[src/rtl/led_matrix_pkg.sv]
// led_matrix_pkg
// Shared constants and types for the LED matrix scan scheduler.
//   - default matrix geometry and brightness depth
//   - write-address field widths and bit positions
//   - swap FSM state encoding
//   - slot_len(): cycles per scan slot (blanking + PWM)
package led_matrix_pkg;

    localparam int N_ANODE = 14;
    localparam int N_CATH  = 3;
    localparam int BW      = 4;
    localparam int DEAD    = 2;

    // wr_addr = {cath[1:0], anode[3:0]}
    localparam int ADDR_W    = 6;
    localparam int CATH_W    = 2;
    localparam int ANODE_W   = 4;
    localparam int CATH_MSB  = 5;
    localparam int CATH_LSB  = 4;
    localparam int ANODE_MSB = 3;
    localparam int ANODE_LSB = 0;

    typedef enum logic {
        ST_IDLE = 1'b0,
        ST_PEND = 1'b1
    } swap_state_t;

    // Blanking cycles followed by 2^bw-1 PWM cycles.
    function automatic int slot_len(input int dead, input int bw);
        return dead + (2 ** bw) - 1;
    endfunction

endpackage

[src/rtl/led_fb_2bank.sv]
// led_fb_2bank
// Double-buffered brightness store: two banks of N_CATH x N_ANODE x BW.
// The bank selected by front_sel is read combinationally at the scan
// address; writes always land in the other (back) bank.
// Ports:
//   clk, rst_n      clock, asynchronous active-low reset (clears all cells)
//   front_sel       bank currently being scanned
//   wr_en           write strobe (already qualified by the handshake)
//   wr_addr         {cath, anode}; out-of-range fields are silently dropped
//   wr_data         brightness level
//   rd_cath/anode   scan address
//   rd_level        brightness of the front bank at the scan address
module led_fb_2bank
    import led_matrix_pkg::*;
#(
    parameter int N_ANODE = led_matrix_pkg::N_ANODE,
    parameter int N_CATH  = led_matrix_pkg::N_CATH,
    parameter int BW      = led_matrix_pkg::BW
) (
    input  logic               clk,
    input  logic               rst_n,
    input  logic               front_sel,
    input  logic               wr_en,
    input  logic [ADDR_W-1:0]  wr_addr,
    input  logic [BW-1:0]      wr_data,
    input  logic [CATH_W-1:0]  rd_cath,
    input  logic [ANODE_W-1:0] rd_anode,
    output logic [BW-1:0]      rd_level
);

    logic [CATH_W-1:0]  wr_cath;
    logic [ANODE_W-1:0] wr_anode;
    logic               wr_in_range;
    logic [1:0][BW-1:0] bank_rd;

    assign wr_cath     = wr_addr[CATH_MSB:CATH_LSB];
    assign wr_anode    = wr_addr[ANODE_MSB:ANODE_LSB];
    // Addresses beyond the physical matrix are handshaken but never stored.
    assign wr_in_range = (32'(wr_cath) < N_CATH) && (32'(wr_anode) < N_ANODE);

    generate
        for (genvar gi = 0; gi < 2; gi++) begin : g_bank
            logic [BW-1:0] cell_reg [N_CATH][N_ANODE];
            logic          bank_we;

            assign bank_we = wr_en && wr_in_range && (front_sel != 1'(gi));

            always_ff @(posedge clk or negedge rst_n) begin
                if (!rst_n) begin
                    for (int c = 0; c < N_CATH; c++) begin
                        for (int a = 0; a < N_ANODE; a++) begin
                            cell_reg[c][a] <= '0;
                        end
                    end
                end else if (bank_we) begin
                    cell_reg[wr_cath][wr_anode] <= wr_data;
                end
            end

            assign bank_rd[gi] = cell_reg[rd_cath][rd_anode];
        end
    endgenerate

    assign rd_level = bank_rd[front_sel];

endmodule

[src/rtl/led_matrix_sched.sv]
// led_matrix_sched
// Scans a N_CATH x N_ANODE LED matrix one LED per slot. Each slot starts
// with DEAD blanking cycles, then a 2^BW-1 cycle PWM phase where the
// anode is held high and the cathode is high while p < level.
// Ports:
//   clk, rst_n          clock, asynchronous active-low reset
//   enable              scan enable; low blanks pins and parks the scan
//   wr_valid/wr_ready   back-bank write handshake (ready low while swap pending)
//   wr_addr, wr_data    {cath, anode} address and brightness
//   swap_req            pulse: swap banks at the next frame boundary
//   swap_ack            pulse: registered, marks the bank flip
//   frame_tick          pulse: registered, marks the last cycle of a frame
//   led_a, led_c        registered one-hot anode / cathode PWM pins
module led_matrix_sched
    import led_matrix_pkg::*;
#(
    parameter int N_ANODE = led_matrix_pkg::N_ANODE,
    parameter int N_CATH  = led_matrix_pkg::N_CATH,
    parameter int BW      = led_matrix_pkg::BW,
    parameter int DEAD    = led_matrix_pkg::DEAD
) (
    input  logic               clk,
    input  logic               rst_n,
    input  logic               enable,
    input  logic               wr_valid,
    output logic               wr_ready,
    input  logic [ADDR_W-1:0]  wr_addr,
    input  logic [BW-1:0]      wr_data,
    input  logic               swap_req,
    output logic               swap_ack,
    output logic               frame_tick,
    output logic [N_ANODE-1:0] led_a,
    output logic [N_CATH-1:0]  led_c
);

    localparam int SLOT_LEN = slot_len(DEAD, BW);
    localparam int CYC_W    = $clog2(SLOT_LEN);

    logic [CYC_W-1:0]   cyc_reg, cyc_next;
    logic [ANODE_W-1:0] anode_reg, anode_next;
    logic [CATH_W-1:0]  cath_reg, cath_next;
    logic               slot_last, anode_last, cath_last, frame_last;

    logic [CYC_W-1:0]   pwm_cnt;
    logic               in_pwm;
    logic [BW-1:0]      level;
    logic [N_ANODE-1:0] led_a_reg, led_a_next;
    logic [N_CATH-1:0]  led_c_reg, led_c_next;
    logic               frame_tick_reg, swap_ack_reg;

    swap_state_t        state_reg, state_next;
    logic               flip;
    logic               front_reg;
    logic               enable_prev_reg;
    logic               wr_en;

    // ---------------- scan counters ----------------
    assign slot_last  = (cyc_reg == CYC_W'(SLOT_LEN - 1));
    assign anode_last = (anode_reg == ANODE_W'(N_ANODE - 1));
    assign cath_last  = (cath_reg == CATH_W'(N_CATH - 1));
    assign frame_last = enable && slot_last && anode_last && cath_last;

    always_comb begin
        cyc_next   = cyc_reg;
        anode_next = anode_reg;
        cath_next  = cath_reg;
        if (!enable) begin
            // Parked at (c0, a0) cycle 0 so re-enable starts a clean frame.
            cyc_next   = '0;
            anode_next = '0;
            cath_next  = '0;
        end else if (slot_last) begin
            cyc_next = '0;
            if (anode_last) begin
                anode_next = '0;
                cath_next  = cath_last ? '0 : cath_reg + CATH_W'(1);
            end else begin
                anode_next = anode_reg + ANODE_W'(1);
            end
        end else begin
            cyc_next = cyc_reg + CYC_W'(1);
        end
    end

    // ---------------- pin generation ----------------
    assign in_pwm  = enable && (cyc_reg >= CYC_W'(DEAD));
    assign pwm_cnt = cyc_reg - CYC_W'(DEAD);

    always_comb begin
        led_a_next = '0;
        led_c_next = '0;
        if (in_pwm) begin
            led_a_next[anode_reg] = 1'b1;
            if (pwm_cnt < CYC_W'(level)) begin
                led_c_next[cath_reg] = 1'b1;
            end
        end
    end

    // ---------------- swap FSM ----------------
    always_ff @(posedge clk or negedge rst_n) begin
        if (!rst_n) begin
            state_reg <= ST_IDLE;
        end else begin
            state_reg <= state_next;
        end
    end

    always_comb begin
        state_next = state_reg;
        case (state_reg)
            ST_IDLE: if (swap_req) state_next = ST_PEND;
            // A swap_req arriving while pending (or on the flip) is absorbed.
            ST_PEND: if (flip)     state_next = ST_IDLE;
            default:               state_next = ST_IDLE;
        endcase
    end

    // Flip at a frame boundary, or one cycle after the scan is parked by
    // enable low (enable_prev_reg low means no frame is in progress).
    always_comb begin
        wr_ready = (state_reg == ST_IDLE);
        flip     = (state_reg == ST_PEND) && (frame_last || !enable_prev_reg);
    end

    assign wr_en = wr_valid && wr_ready;

    // ---------------- datapath registers ----------------
    always_ff @(posedge clk or negedge rst_n) begin
        if (!rst_n) begin
            cyc_reg         <= '0;
            anode_reg       <= '0;
            cath_reg        <= '0;
            led_a_reg       <= '0;
            led_c_reg       <= '0;
            frame_tick_reg  <= 1'b0;
            swap_ack_reg    <= 1'b0;
            front_reg       <= 1'b0;
            enable_prev_reg <= 1'b0;
        end else begin
            cyc_reg         <= cyc_next;
            anode_reg       <= anode_next;
            cath_reg        <= cath_next;
            led_a_reg       <= led_a_next;
            led_c_reg       <= led_c_next;
            frame_tick_reg  <= frame_last;
            swap_ack_reg    <= flip;
            front_reg       <= front_reg ^ flip;
            enable_prev_reg <= enable;
        end
    end

    led_fb_2bank #(
        .N_ANODE (N_ANODE),
        .N_CATH  (N_CATH),
        .BW      (BW)
    ) u_fb (
        .clk       (clk),
        .rst_n     (rst_n),
        .front_sel (front_reg),
        .wr_en     (wr_en),
        .wr_addr   (wr_addr),
        .wr_data   (wr_data),
        .rd_cath   (cath_reg),
        .rd_anode  (anode_reg),
        .rd_level  (level)
    );

    assign led_a      = led_a_reg;
    assign led_c      = led_c_reg;
    assign frame_tick = frame_tick_reg;
    assign swap_ack   = swap_ack_reg;

endmodule

[config.mk]
export PLATFORM = sky130hd
export DESIGN_NAME = led_matrix_sched
export DESIGN_NICKNAME = d
export VERILOG_FILES = /design/src/rtl/led_matrix_pkg.sv /design/src/rtl/led_fb_2bank.sv /design/src/rtl/led_matrix_sched.sv
export SDC_FILE = /design/constraint.sdc
export NUM_CORES = 1
export LEC_CHECK = 0
export CAP_MARGIN = 20
export CORE_UTILIZATION = 55
export CTS_CLUSTER_DIAMETER = 200
export DETAILED_ROUTE_END_ITERATION = 7
export MAX_ROUTING_LAYER = met4
export PLACE_DENSITY_LB_ADDON = 0.2
export SLEW_MARGIN = 20
export SYNTH_ARGS = -nofsm -noshare
export SYNTH_HDL_FRONTEND = slang
export SYNTH_SLANG_ARGS = --single-unit
[constraint.sdc]
create_clock -name clk -period 4.4 [get_ports clk]
set_input_delay 0.88 -clock clk [delete_from_list [all_inputs] [get_ports clk]]
set_output_delay 0.88 -clock clk [all_outputs]
set_load 0.005 [all_outputs]
Word level (Yosys, flattened, before mapping) --
Cells that the tools add are included.
Cells by class: add/sub/neg operators 4, order comparisons 15, equality and inequality tests 5, multiplexer cells 39, bitwise logic cells 7, reduce and logical (&&, ||, !) cells 17
Operator list (number):
- 168-bit bitwise mux | 2
- 56-bit 2-to-1 mux | 5
- 56-bit binary-select mux with 2-bit select | 2
- 56-bit demux with 2-bit select | 1
- 4-bit 2-to-1 mux | 10
- 4-bit binary-select mux with 4-bit select | 2
- 4-bit demux with 4-bit select | 1
- 1-bit logical AND | 14
- 14-bit 2-to-1 mux | 1
- 5-bit greater-or-equal comparator (second input constant) | 2
- 5-bit 2-to-1 mux | 2
- 4-bit NOT with 5-bit output | 2
- 2-bit 2-to-1 mux | 4
- 3-bit greater-or-equal comparator (second input constant) | 2
- 3-bit 2-to-1 mux | 2
- 2-bit NOT with 3-bit output | 2
- 5-bit by 1-bit adder with 5-bit output (second input constant) | 1
- 5-bit equality test (second input constant) | 1
- 5-bit by 2-bit greater-or-equal comparator with 1-bit output (second input constant) | 1
- 4-bit by 5-bit less-than comparator with 1-bit output (second input constant) | 1
- 5-bit by 1-bit less-than comparator with 1-bit output (second input constant) | 1
- 5-bit by 4-bit less-than comparator with 1-bit output | 1
- 5-bit by 2-bit subtractor with 5-bit output (second input constant) | 1
- 4-bit by 1-bit adder with 4-bit output (second input constant) | 1
- 20 further kinds | 25
Storage, ports and cells: register bits 369, input bits 15, output and inout port bits 20, logic and storage cells 181

Longest topological paths before layout --
Gate-level depths: netlist of the first run.
depth after elaboration 12, mapped depth 17, gate-level depth less buffers 12

Cells and area by module --
From an unflattened synthesis of the first run, not the netlist that was laid out.
Second synthesis, totals: cells, all modules 1261, area, all modules 17638.2 um2
Modules (own cells, without submodules):
- led_fb_2bank | instances 1, cells each 1124, area an instance 16143.0 um2, seq. area each 8408.1 um2
- led_matrix_sched | instances 1, cells each 137, area an instance 1495.2 um2, seq. area each 825.8 um2

Worst setup path after synthesis of the first run --
Ideal clock, no wire load.
kind register to register, start reg cath_reg[0], end reg led_c_reg[0] (netlist: led_c[0]), setup time 0.101 ns, arrival 2.988 ns, required time 4.299 ns, slack 1.311 ns, cell stages (with the launch flop) 14, buffers on the path 3, clock period less this slack 3.089 ns, path through dfrtp_1 -> buf_6 -> buf_6 -> buf_6 -> mux2_1 -> a221oi_1 -> a211oi_1 -> o41ai_1 -> a32o_1 -> ha_1 -> a21o_1 -> a2111oi_0 -> o31ai_1 -> nor4_1
Between the ends: word-level cells in the longest chain between the ends 12, elaborated cells on any way between the ends 23, those cells by class order compare: 3; mux: 18; bitwise: 1; reduce/logical: 1
Ends and longest elaborated chain:
- start, declared | line led_matrix_sched.sv:41 | logic [CATH_W-1:0] cath_reg, cath_next;
- start signal, assigned | line led_matrix_sched.sv:143 | cath_reg <= cath_next;
- 2-bit NOT with 3-bit output (implied by the code) | line led_fb_2bank.sv:60 | assign bank_rd[gi] = cell_reg[rd_cath][rd_anode];
- 56-bit binary-select mux with 2-bit select | line led_fb_2bank.sv:60
- 56-bit 2-to-1 mux (implied by the code) (2 in series) | line led_fb_2bank.sv:60
- 4-bit binary-select mux with 4-bit select | line led_fb_2bank.sv:60
- 4-bit 2-to-1 mux (implied by the code) (2 in series) | line led_fb_2bank.sv:60
- 4-bit 2-to-1 mux (implied by the code) (2 in series) | line led_fb_2bank.sv:64 | assign rd_level = bank_rd[front_sel];
- 5-bit by 4-bit less-than comparator with 1-bit output | line led_matrix_sched.sv:94 | if (pwm_cnt < CYC_W'(level)) begin
- 3-bit 2-to-1 mux * | line led_matrix_sched.sv:94
- 3-bit 2-to-1 mux * | line led_matrix_sched.sv:92 | if (in_pwm) begin
- net led_c_next[0] | line led_matrix_sched.sv:48 | logic [N_CATH-1:0] led_c_reg, led_c_next;
- end signal, assigned | line led_matrix_sched.sv:145 | led_c_reg <= led_c_next;
- end, declared | line led_matrix_sched.sv:48
Mark *: on every way through the listed nets, which the timed path passes. The rest lies on a longest branch. The select of a mux whose other input is x is not followed. A chain may end at the register's enable or synchronous reset.

Worst setup path in the final report of the first run --
start reg cath_reg[0], end reg led_c_reg[2] (netlist: led_c[2])
Same word-level chain as after synthesis.

==> results of run 1 <==
==> synthesized netlist by cell type, types with 3 or more instances <==
cell type	number
sky130_fd_sc_hd__a211oi_1	9
sky130_fd_sc_hd__a21boi_0	4
sky130_fd_sc_hd__a21oi_1	43
sky130_fd_sc_hd__a221o_1	10
sky130_fd_sc_hd__a221oi_1	21
sky130_fd_sc_hd__a22oi_1	19
sky130_fd_sc_hd__a31oi_1	5
sky130_fd_sc_hd__and2_1	3
sky130_fd_sc_hd__and3_1	4
sky130_fd_sc_hd__buf_1	6
sky130_fd_sc_hd__buf_2	16
sky130_fd_sc_hd__buf_4	7
sky130_fd_sc_hd__buf_6	10
sky130_fd_sc_hd__clkbuf_1	68
sky130_fd_sc_hd__dfrtp_1	369
sky130_fd_sc_hd__ha_1	8
sky130_fd_sc_hd__inv_1	11
sky130_fd_sc_hd__mux2_1	31
sky130_fd_sc_hd__mux2_2	348
sky130_fd_sc_hd__mux2i_1	70
sky130_fd_sc_hd__mux4_2	3
sky130_fd_sc_hd__nand2_1	79
sky130_fd_sc_hd__nand2b_1	10
sky130_fd_sc_hd__nand3_1	19
sky130_fd_sc_hd__nand4_1	10
sky130_fd_sc_hd__nor2_1	55
sky130_fd_sc_hd__nor2_2	10
sky130_fd_sc_hd__nor2_4	20
sky130_fd_sc_hd__nor2b_1	11
sky130_fd_sc_hd__nor3_1	19
sky130_fd_sc_hd__nor4_1	4
sky130_fd_sc_hd__o211ai_1	4
sky130_fd_sc_hd__o21ai_0	60
sky130_fd_sc_hd__o2bb2ai_1	7
sky130_fd_sc_hd__or2_2	4
sky130_fd_sc_hd__or3_1	4
sky130_fd_sc_hd__xnor2_1	3
sky130_fd_sc_hd__xor2_1	3
==> routing by layer <==
metal	vias up	routed length, um
li1	5192	-
met5	-	0
met1	6063	20400
met4	0	1156
met3	83	3365
met2	468	20240
==> area by class of cell <==
class                   instances  area, sq um  share of cell area, %
well taps                     402        503.0                  2.545
clock inverters                 3        15.01                0.07598
multi-input cells             934         7949                  40.23
clock buffers                  64         1212                  6.136
flip-flops and latches        369         9239                  46.75
inverters                      13        48.80                 0.2469
repair buffers                 83        793.3                  4.014
==> report_power, final <==
group / switching (W) / leakage (nW) / internal, W
registers: 0.000120 / 5.11 / 0.00359
clock network: 0.00129 / 0.604 / 0.00187
logic: 0.000380 / 3.32 / 0.000286
==> worst max-delay path by stage <==
stage / start / end / slack, ns / cells past startpoint
finish: cath_reg[0]$_DFFE_PN0P_ / led_c[2]$_DFF_PN0_ / 0.36 / 12
global route: cath_reg[0]$_DFFE_PN0P_ / led_c[0]$_DFF_PN0_ / 0.21 / 12
CTS: cath_reg[0]$_DFFE_PN0P_ / led_c[2]$_DFF_PN0_ / 0.41 / 12
detailed placement: cath_reg[0]$_DFFE_PN0P_ / led_c[2]$_DFF_PN0_ / 0.45 / 12
global placement: cath_reg[0]$_DFFE_PN0P_ / led_c[2]$_DFF_PN0_ / 0.55 / 12
floorplan: cath_reg[0]$_DFFE_PN0P_ / led_c[0]$_DFF_PN0_ / 1.31 / 13
==> stage by stage <==
step / util (%) / hold slack, ns / instance area [sq um] / power, W
final: 62.46 / 0.4563 / 19760 / 0.007538
after global routing: 62.46 / 0.5071 / 19760 / 0.007822
after CTS: 62.46 / 0.4879 / 19760 / 0.007586
after detailed placement: 58.58 / 0.4745 / 18530 / 0.004427
after global placement: 58.58 / 0.4629 / 18530 / 0.004402
after floorplan: - / 0.4522 / 17750 / 0.004124
==> worst max-delay path, stage by stage (launching register included) <==
cell,delay [ns]
sky130_fd_sc_hd__dfrtp_4,0.62
sky130_fd_sc_hd__buf_4,0.39
sky130_fd_sc_hd__mux2_2,0.39
sky130_fd_sc_hd__a221o_1,0.29
sky130_fd_sc_hd__nand3_1,0.08
sky130_fd_sc_hd__o211ai_1,0.09
sky130_fd_sc_hd__a211oi_1,0.52
sky130_fd_sc_hd__a32o_1,0.23
sky130_fd_sc_hd__ha_1,0.25
sky130_fd_sc_hd__a21o_1,0.17
sky130_fd_sc_hd__a2111oi_0,0.39
sky130_fd_sc_hd__o31ai_1,0.19
sky130_fd_sc_hd__nor4_1,0.31
==> logic make-up after synthesis <==
logic type	after synthesis
simple gates	265
flops	369
buf+inv	120
mux	452
xor+xnor	6
compound gates	203
fa+ha+maj	8
==> run summary, run 1 <==
=========================================================================================
Bufs on Longest Clock Path                                                              3
Worst hold-check path type                                                   input port to asynchronous set/reset pin
Slew Limit Fails                                                                        0
Proportion of register bits with asynchronous set or reset after synthesis         100.0%
Area share of and/or/nand/nor cells after synthesis                                7.960%
Total length of routed wires                                                    45,160 um
Max Clock Skew                                                                 0.01208 ns
Measured slew at the worst slew-check pin                                        1.075 ns
Initial antenna violation count                                                         0
Element type at the critical path end                                           flip-flop
Count of flip-flops with a built-in enable after synthesis                              0
Count of endpoints failing hold in the final timing report                              0
Post-CTS setup buffers                                                                  0
Worst path arrival time                                                           4.45 ns
Final cell count without fillers                                                    1,868
Global placement routability congestion                                            0.9050
Result of the run                                                            complete, no violations
Count of clock tree sinks                                                             369
Worst slew margin                                                                  28.34%
Unique masters post-synth                                                              64
Full die area                                                                32,990 sq um
Estimated wirelength of the detail-placed design                                29,880 um
Routing layer with the top usage in global route                                     met2
Worst slack after detailed placement                                            0.4465 ns
Finish-stage setup viols                                                                0
Gate count of the mapped netlist                                                    1,423
Power density relative to cell area                                          381.5 nW/um^2
Total Nets Final                                                                    1,464
Core area                                                                    31,640 sq um
Share of the yosys chip area belonging to registers                                52.03%
Final-layout fill cell count                                                        2,427
Mux contribution to synthesized area                                               28.38%
I/O Buffers                                                                            34
Via-to-Cell Ratio                                                                   6.320
Share of the synthesized area in compound gates (AO/OA/AOI/OAI)                    7.551%
Clk slew on worst S/H paths                                                       0.06 ns
Growth of design area from synthesis to finish                                     11.34%
CTS root buf                                                                 sky130_fd_sc_hd__clkbuf_16
Via count of the first global-routing pass                                         11,870
Worst Setup Path Type                                                        flip-flop to flip-flop
Static leakage power                                                             9.033 nW
Main area contributors after synthesis                                       sky130_fd_sc_hd__dfrtp_1 52%, sky130_fd_sc_hd__mux2_2 22%, sky130_fd_sc_hd__mux2i_1 3.9%
Met2 track demand over resource                                                    42.22%
Average size of a mapped cell                                                 12.47 sq um
Most common library cell in the layout ignoring fill and taps                sky130_fd_sc_hd__dfrtp_1
Synthesized area                                                             17,750 sq um
Fraction of layout cells with a size suffix above 1                                34.11%
Number of flip-flops under the largest register name                                  336
Largest area contributor in the synthesized netlist                          sky130_fd_sc_hd__dfrtp_1
Logic depth of the worst register-to-register path                                     12
Avg WL per Cell                                                                  24.18 um
FP Rows                                                                                65
Largest family of logic cells by synthesized area                            multiplexers
Vertical extent of the die                                                       181.6 um
Global-route wire length before repair                                          71,070 um
Met1 capacity usage during global routing                                          41.05%
Register-to-register setup slack                                                  0.36 ns
Post-synthesis net count                                                            1,446
Startpoint class of the critical path                                           flip-flop
Number of storage elements in the synthesis netlist                                   369
RSZ-0062 raised after global routing                                                false
Overall via count from detail_route                                                11,806
Post-synthesis share of cell area spent on xor and xnor gates                     0.2961%
Total Neg Setup Slack                                                                0 ns
Clock insertion delay at the later pin of the skew report                         0.53 ns
Number of DRC markers in iteration 0                                                  863
Met3 global-route usage                                                            5.937%
Die width                                                                        181.6 um
Worst setup slack after layout                                                  0.3605 ns
I/O Pins                                                                               35
Synth Area in Adders                                                              0.5640%
Number of buffers created by CTS                                                       40
Flip-flop cell with the highest count after synthesis                        sky130_fd_sc_hd__dfrtp_1
Largest net degree at the start of global routing                                     118
Number of design rule violations left after detail routing                              0
Clock tree from TritonCTS                                                            done
Diodes inserted                                                                         0
TritonRoute pass-1 iters                                                                5
Critical path fanouts, max                                                             19
Cell count after placement                                                          1,801
Highest-count cells in the layout ignoring fill and taps                     367 x sky130_fd_sc_hd__dfrtp_1, 348 x sky130_fd_sc_hd__mux2_2, 79 x sky130_fd_sc_hd__nand2_1
Deepest level of the CTS H-tree                                                         2
Data required time of the worst path                                              4.81 ns
Tcrit/Tclk final                                                                   91.81%
GRT Resource Usage Total                                                           28.97%
Total global routing overflow                                                           0
Peak Freq                                                                      0.2476 GHz
MaxCap Viol Count                                                                       0
Critical register-to-register path endpoint                                  led_c[2]$_DFF_PN0_
Startpoint of the most critical register-to-register path                    cath_reg[0]$_DFFE_PN0P_
Synthesis Warnings                                                                      0
Remaining antenna violation count after routing                                         0
Quantity of hold-fixing buffers added after cts                                         0
Peak ir drop on the vdd network                                                 0.2743 mV
Count of cells resized by post-cts repair                                               0
Shortest period the worst path allows                                            4.039 ns
Initial core utilization                                                           56.10%
Fraction of synthesized cell area taken by the top area cell type                  52.03%
=========================================================================================
No activity file was read; power rests on OpenSTA's default activity.
==> run 2, diff against run 1 <==
==> constraint.sdc (replaced) <==
create_clock -name clk -period 4.4 [get_ports clk]
set_input_delay 0.44 -clock clk [delete_from_list [all_inputs] [get_ports clk]]
set_output_delay 0.44 -clock clk [all_outputs]
set_load 0.005 [all_outputs]
==> run summary, run 2 (synthesized netlist as in run 1, its figures left out) <==
================================================================================
Peak ir drop on the vdd network                                        0.2968 mV   +8.2%
Worst Setup Path Type                                               flip-flop to flip-flop
CTS root buf                                                        sky130_fd_sc_hd__clkbuf_16
Initial core utilization                                                  56.10%   unchanged
Count of clock tree sinks                                                    369   unchanged
Via-to-Cell Ratio                                                          6.280   -0.64%
Clk pwr share                                                              44.2%   +2.2 points
Internal power component                                              0.005937 W   +3.4%
Cell type with the highest occurrence count on the critical path    sky130_fd_sc_hd__buf_12
Power density relative to cell area                                 393.6 nW/um^2   +3.2%
I/O Pins                                                                      35   unchanged
Measured slew at the worst slew-check pin                               1.071 ns   -0.003541 ns
TritonRoute pass-1 iters                                                       5   unchanged
RSZ-0062 raised after global routing                                       false
Fraction of layout cells with a size suffix above 1                       34.98%   +0.88 points
Result of the run                                                   finished with violations
Growth of design area from synthesis to finish                            11.97%
Global-route wire length before repair                                 71,990 um   +1.3%
Sum of buffers and inverters on the critical path                              2   +1
Finished layout cell area                                           19,870 sq um   +0.56%
Remaining antenna violation count after routing                                0   unchanged
Worst slack after detailed placement                                   0.5382 ns   +0.09173 ns
Most common library cell in the layout ignoring fill and taps       sky130_fd_sc_hd__dfrtp_1
Worst slew margin                                                         28.58%   +0.24 points
Clock tree from TritonCTS                                                   done
Worst hold-check path type                                          input port to asynchronous set/reset pin
Final-layout fill cell count                                               2,430   +0.12%
I/O Buffers                                                                   34   unchanged
Finish-stage setup viols                                                       0   unchanged
Static leakage power                                                    9.109 nW   +0.83%
Relative contribution of combinational cells to total power                 8.4%   -0.4 points
Sw frac                                                                   24.09%   +0.28 points
Post-CTS setup buffers                                                         0   unchanged
Number of DRC markers in iteration 0                                       1,027   +19%
Element type at the critical path end                                  flip-flop
Clk slew on worst S/H paths                                              0.06 ns   about the same
Worst setup slack after layout                                         0.3741 ns   +0.01359 ns
Highest cell delay on the worst timing path                              0.75 ns   +0.13 ns
Avg WL per Cell                                                         24.27 um   +0.37%
Full die area                                                       32,990 sq um   unchanged
Total Nets Final                                                           1,465   +0.068%
Slew Limit Fails                                                               0   unchanged
Startpoint class of the critical path                                  flip-flop
Vertical extent of the die                                              181.6 um   unchanged
Overall via count from detail_route                                       11,793   -0.11%
Area of combinational cells with multiple inputs                      7949 sq um   unchanged
Max Clock Skew                                                        0.01251 ns   +0.0004321 ns
CP max stage cell                                                   sky130_fd_sc_hd__dfrtp_4
Total global routing overflow                                                  0   unchanged
MaxCap Viol Count                                                              0   unchanged
Cell type group with the largest total delay on the critical path   compound AO/OA/AOI/OAI gates
GRT Resource Usage Total                                                  29.25%   +0.28 points
Critical path fanouts, max                                                    35   +16
Number of flip-flops under the largest register name                         336   unchanged
Critical path cell sequence                                         buf_12 > buf_12 > mux2i_1 > nor2_1 > a21oi_1 > o211ai_1 > a211oi_1 > a32o_1 > ha_1 > a21o_1 > a2111oi_0 > o31ai_1 > nor4_1
Via count of the first global-routing pass                                11,984   +0.96%
Instance area after placement                                       18,480 sq um   -0.27%
Clock insertion delay at the later pin of the skew report                0.53 ns   about the same
Switching pwr                                                         0.001884 W   +5.0%
Total length of routed wires                                           45,570 um   +0.91%
Highest-count cells in the layout ignoring fill and taps            367 x sky130_fd_sc_hd__dfrtp_1, 348 x sky130_fd_sc_hd__mux2_2, 79 x sky130_fd_sc_hd__nand2_1
Register-to-register setup slack                                         0.37 ns   about the same
Global placement routability congestion                                   0.9040   -0.11%
Peak Freq                                                             0.2484 GHz   +0.34%
Deepest level of the CTS H-tree                                                2   unchanged
Initial antenna violation count                                                1   +1
Power Total                                                           0.007821 W   +3.8%
Smallest hold slack                                                  -0.02567 ns   -0.4819 ns
Quantity of hold-fixing buffers added after cts                                0   unchanged
Core area                                                           31,640 sq um   unchanged
Part of the total power dissipated in sequential elements                  47.3%   -1.9 points
Tcrit/Tclk final                                                          91.50%   -0.31 points
Bufs on Longest Clock Path                                                     3   unchanged
Reg area                                                              9239 sq um   unchanged
Data required time of the worst path                                     4.81 ns   about the same
Count of endpoints failing hold in the final timing report                     4   +4
Worst path arrival time                                                  4.44 ns   about the same
Shortest period the worst path allows                                   4.026 ns   -0.01359 ns
Total Neg Setup Slack                                                       0 ns   unchanged
Estimated wirelength of the detail-placed design                       29,900 um   about the same
Failing checks                                                       hold timing
Count of cells resized by post-cts repair                                      0   unchanged
Largest net degree at the start of global routing                            128   +8.5%
Number of design rule violations left after detail routing                     0   unchanged
Number of buffers created by CTS                                              41   +2.5%
FP Rows                                                                       65   unchanged
Die width                                                               181.6 um   unchanged
================================================================================
## run 2: worst reg2reg max path, cell delays in order, from the launching register on
cell and delay (ns):
sky130_fd_sc_hd__dfrtp_4 0.75, sky130_fd_sc_hd__buf_12 0.31, sky130_fd_sc_hd__buf_12 0.26, sky130_fd_sc_hd__mux2i_1 0.20, sky130_fd_sc_hd__nor2_1 0.06, sky130_fd_sc_hd__a21oi_1 0.24
sky130_fd_sc_hd__o211ai_1 0.12, sky130_fd_sc_hd__a211oi_1 0.44, sky130_fd_sc_hd__a32o_1 0.21, sky130_fd_sc_hd__ha_1 0.25, sky130_fd_sc_hd__a21o_1 0.16, sky130_fd_sc_hd__a2111oi_0 0.41
sky130_fd_sc_hd__o31ai_1 0.19, sky130_fd_sc_hd__nor4_1 0.30
## run 2: path summary, 6_finish.rpt
path                                                         start                                  endpoint  cells after the start
setup / recovery                           cath_reg[0]$_DFFE_PN0P_                        led_c[0]$_DFF_PN0_                     13
hold / removal                                               rst_n  u_fb.g_bank[0].cell_reg[110]$_DFFE_PN0P_                      1
setup reg to reg                           cath_reg[0]$_DFFE_PN0P_                        led_c[0]$_DFF_PN0_                     13
hold reg to reg            u_fb.g_bank[0].cell_reg[77]$_DFFE_PN0P_   u_fb.g_bank[0].cell_reg[77]$_DFFE_PN0P_                      1
max in group asynchronous                                    rst_n                        led_c[2]$_DFF_PN0_                      2
min in group clk           u_fb.g_bank[0].cell_reg[77]$_DFFE_PN0P_   u_fb.g_bank[0].cell_reg[77]$_DFFE_PN0P_                      1
## run 2: power by group through the flow
stage,clock network (W),registers (W),logic (W)
finish,0.00346,0.00370,0.000660
global route,0.00364,0.00372,0.000717
global placement,0,0.00375,0.000639
CTS,0.00350,0.00370,0.000659
floorplan,0,0.00371,0.000414
detailed placement,0,0.00376,0.000654
## run 2: stage by stage
| step | std cells | utilization, % |
|---|---|---|
| 2_1_floorplan | 1423 | - |
| 3_3_place_gp | 1801 | 58.42 |
| 3_5_place_dp | 1801 | 58.42 |
| 4_1_cts | 1877 | 62.80 |
| 5_1_grt | 1878 | 62.81 |
| 6_report | 1878 | 62.81 |
## run 2: layout make-up
class | instances | share of cell area [%]
Clock buffer | 62 | 6.429
Multi-Input combinational cell | 934 | 40.00
Tap cell | 402 | 2.531
Timing Repair Buffer | 83 | 3.740
Inverter | 13 | 0.2456
Antenna cell | 1 | 0.01259
Sequential cell | 369 | 46.49
Clock inverter | 14 | 0.5478
## run 2: layer usage
metal  global-route usage [%]  up-vias  wire length [um]
met5                        -        -                 0
met4                    8.136        0              1153
met3                    6.398       85              3363
met2                    42.40      417             20370
met1                    41.46     6086             20690
li1                         -     5205                 -
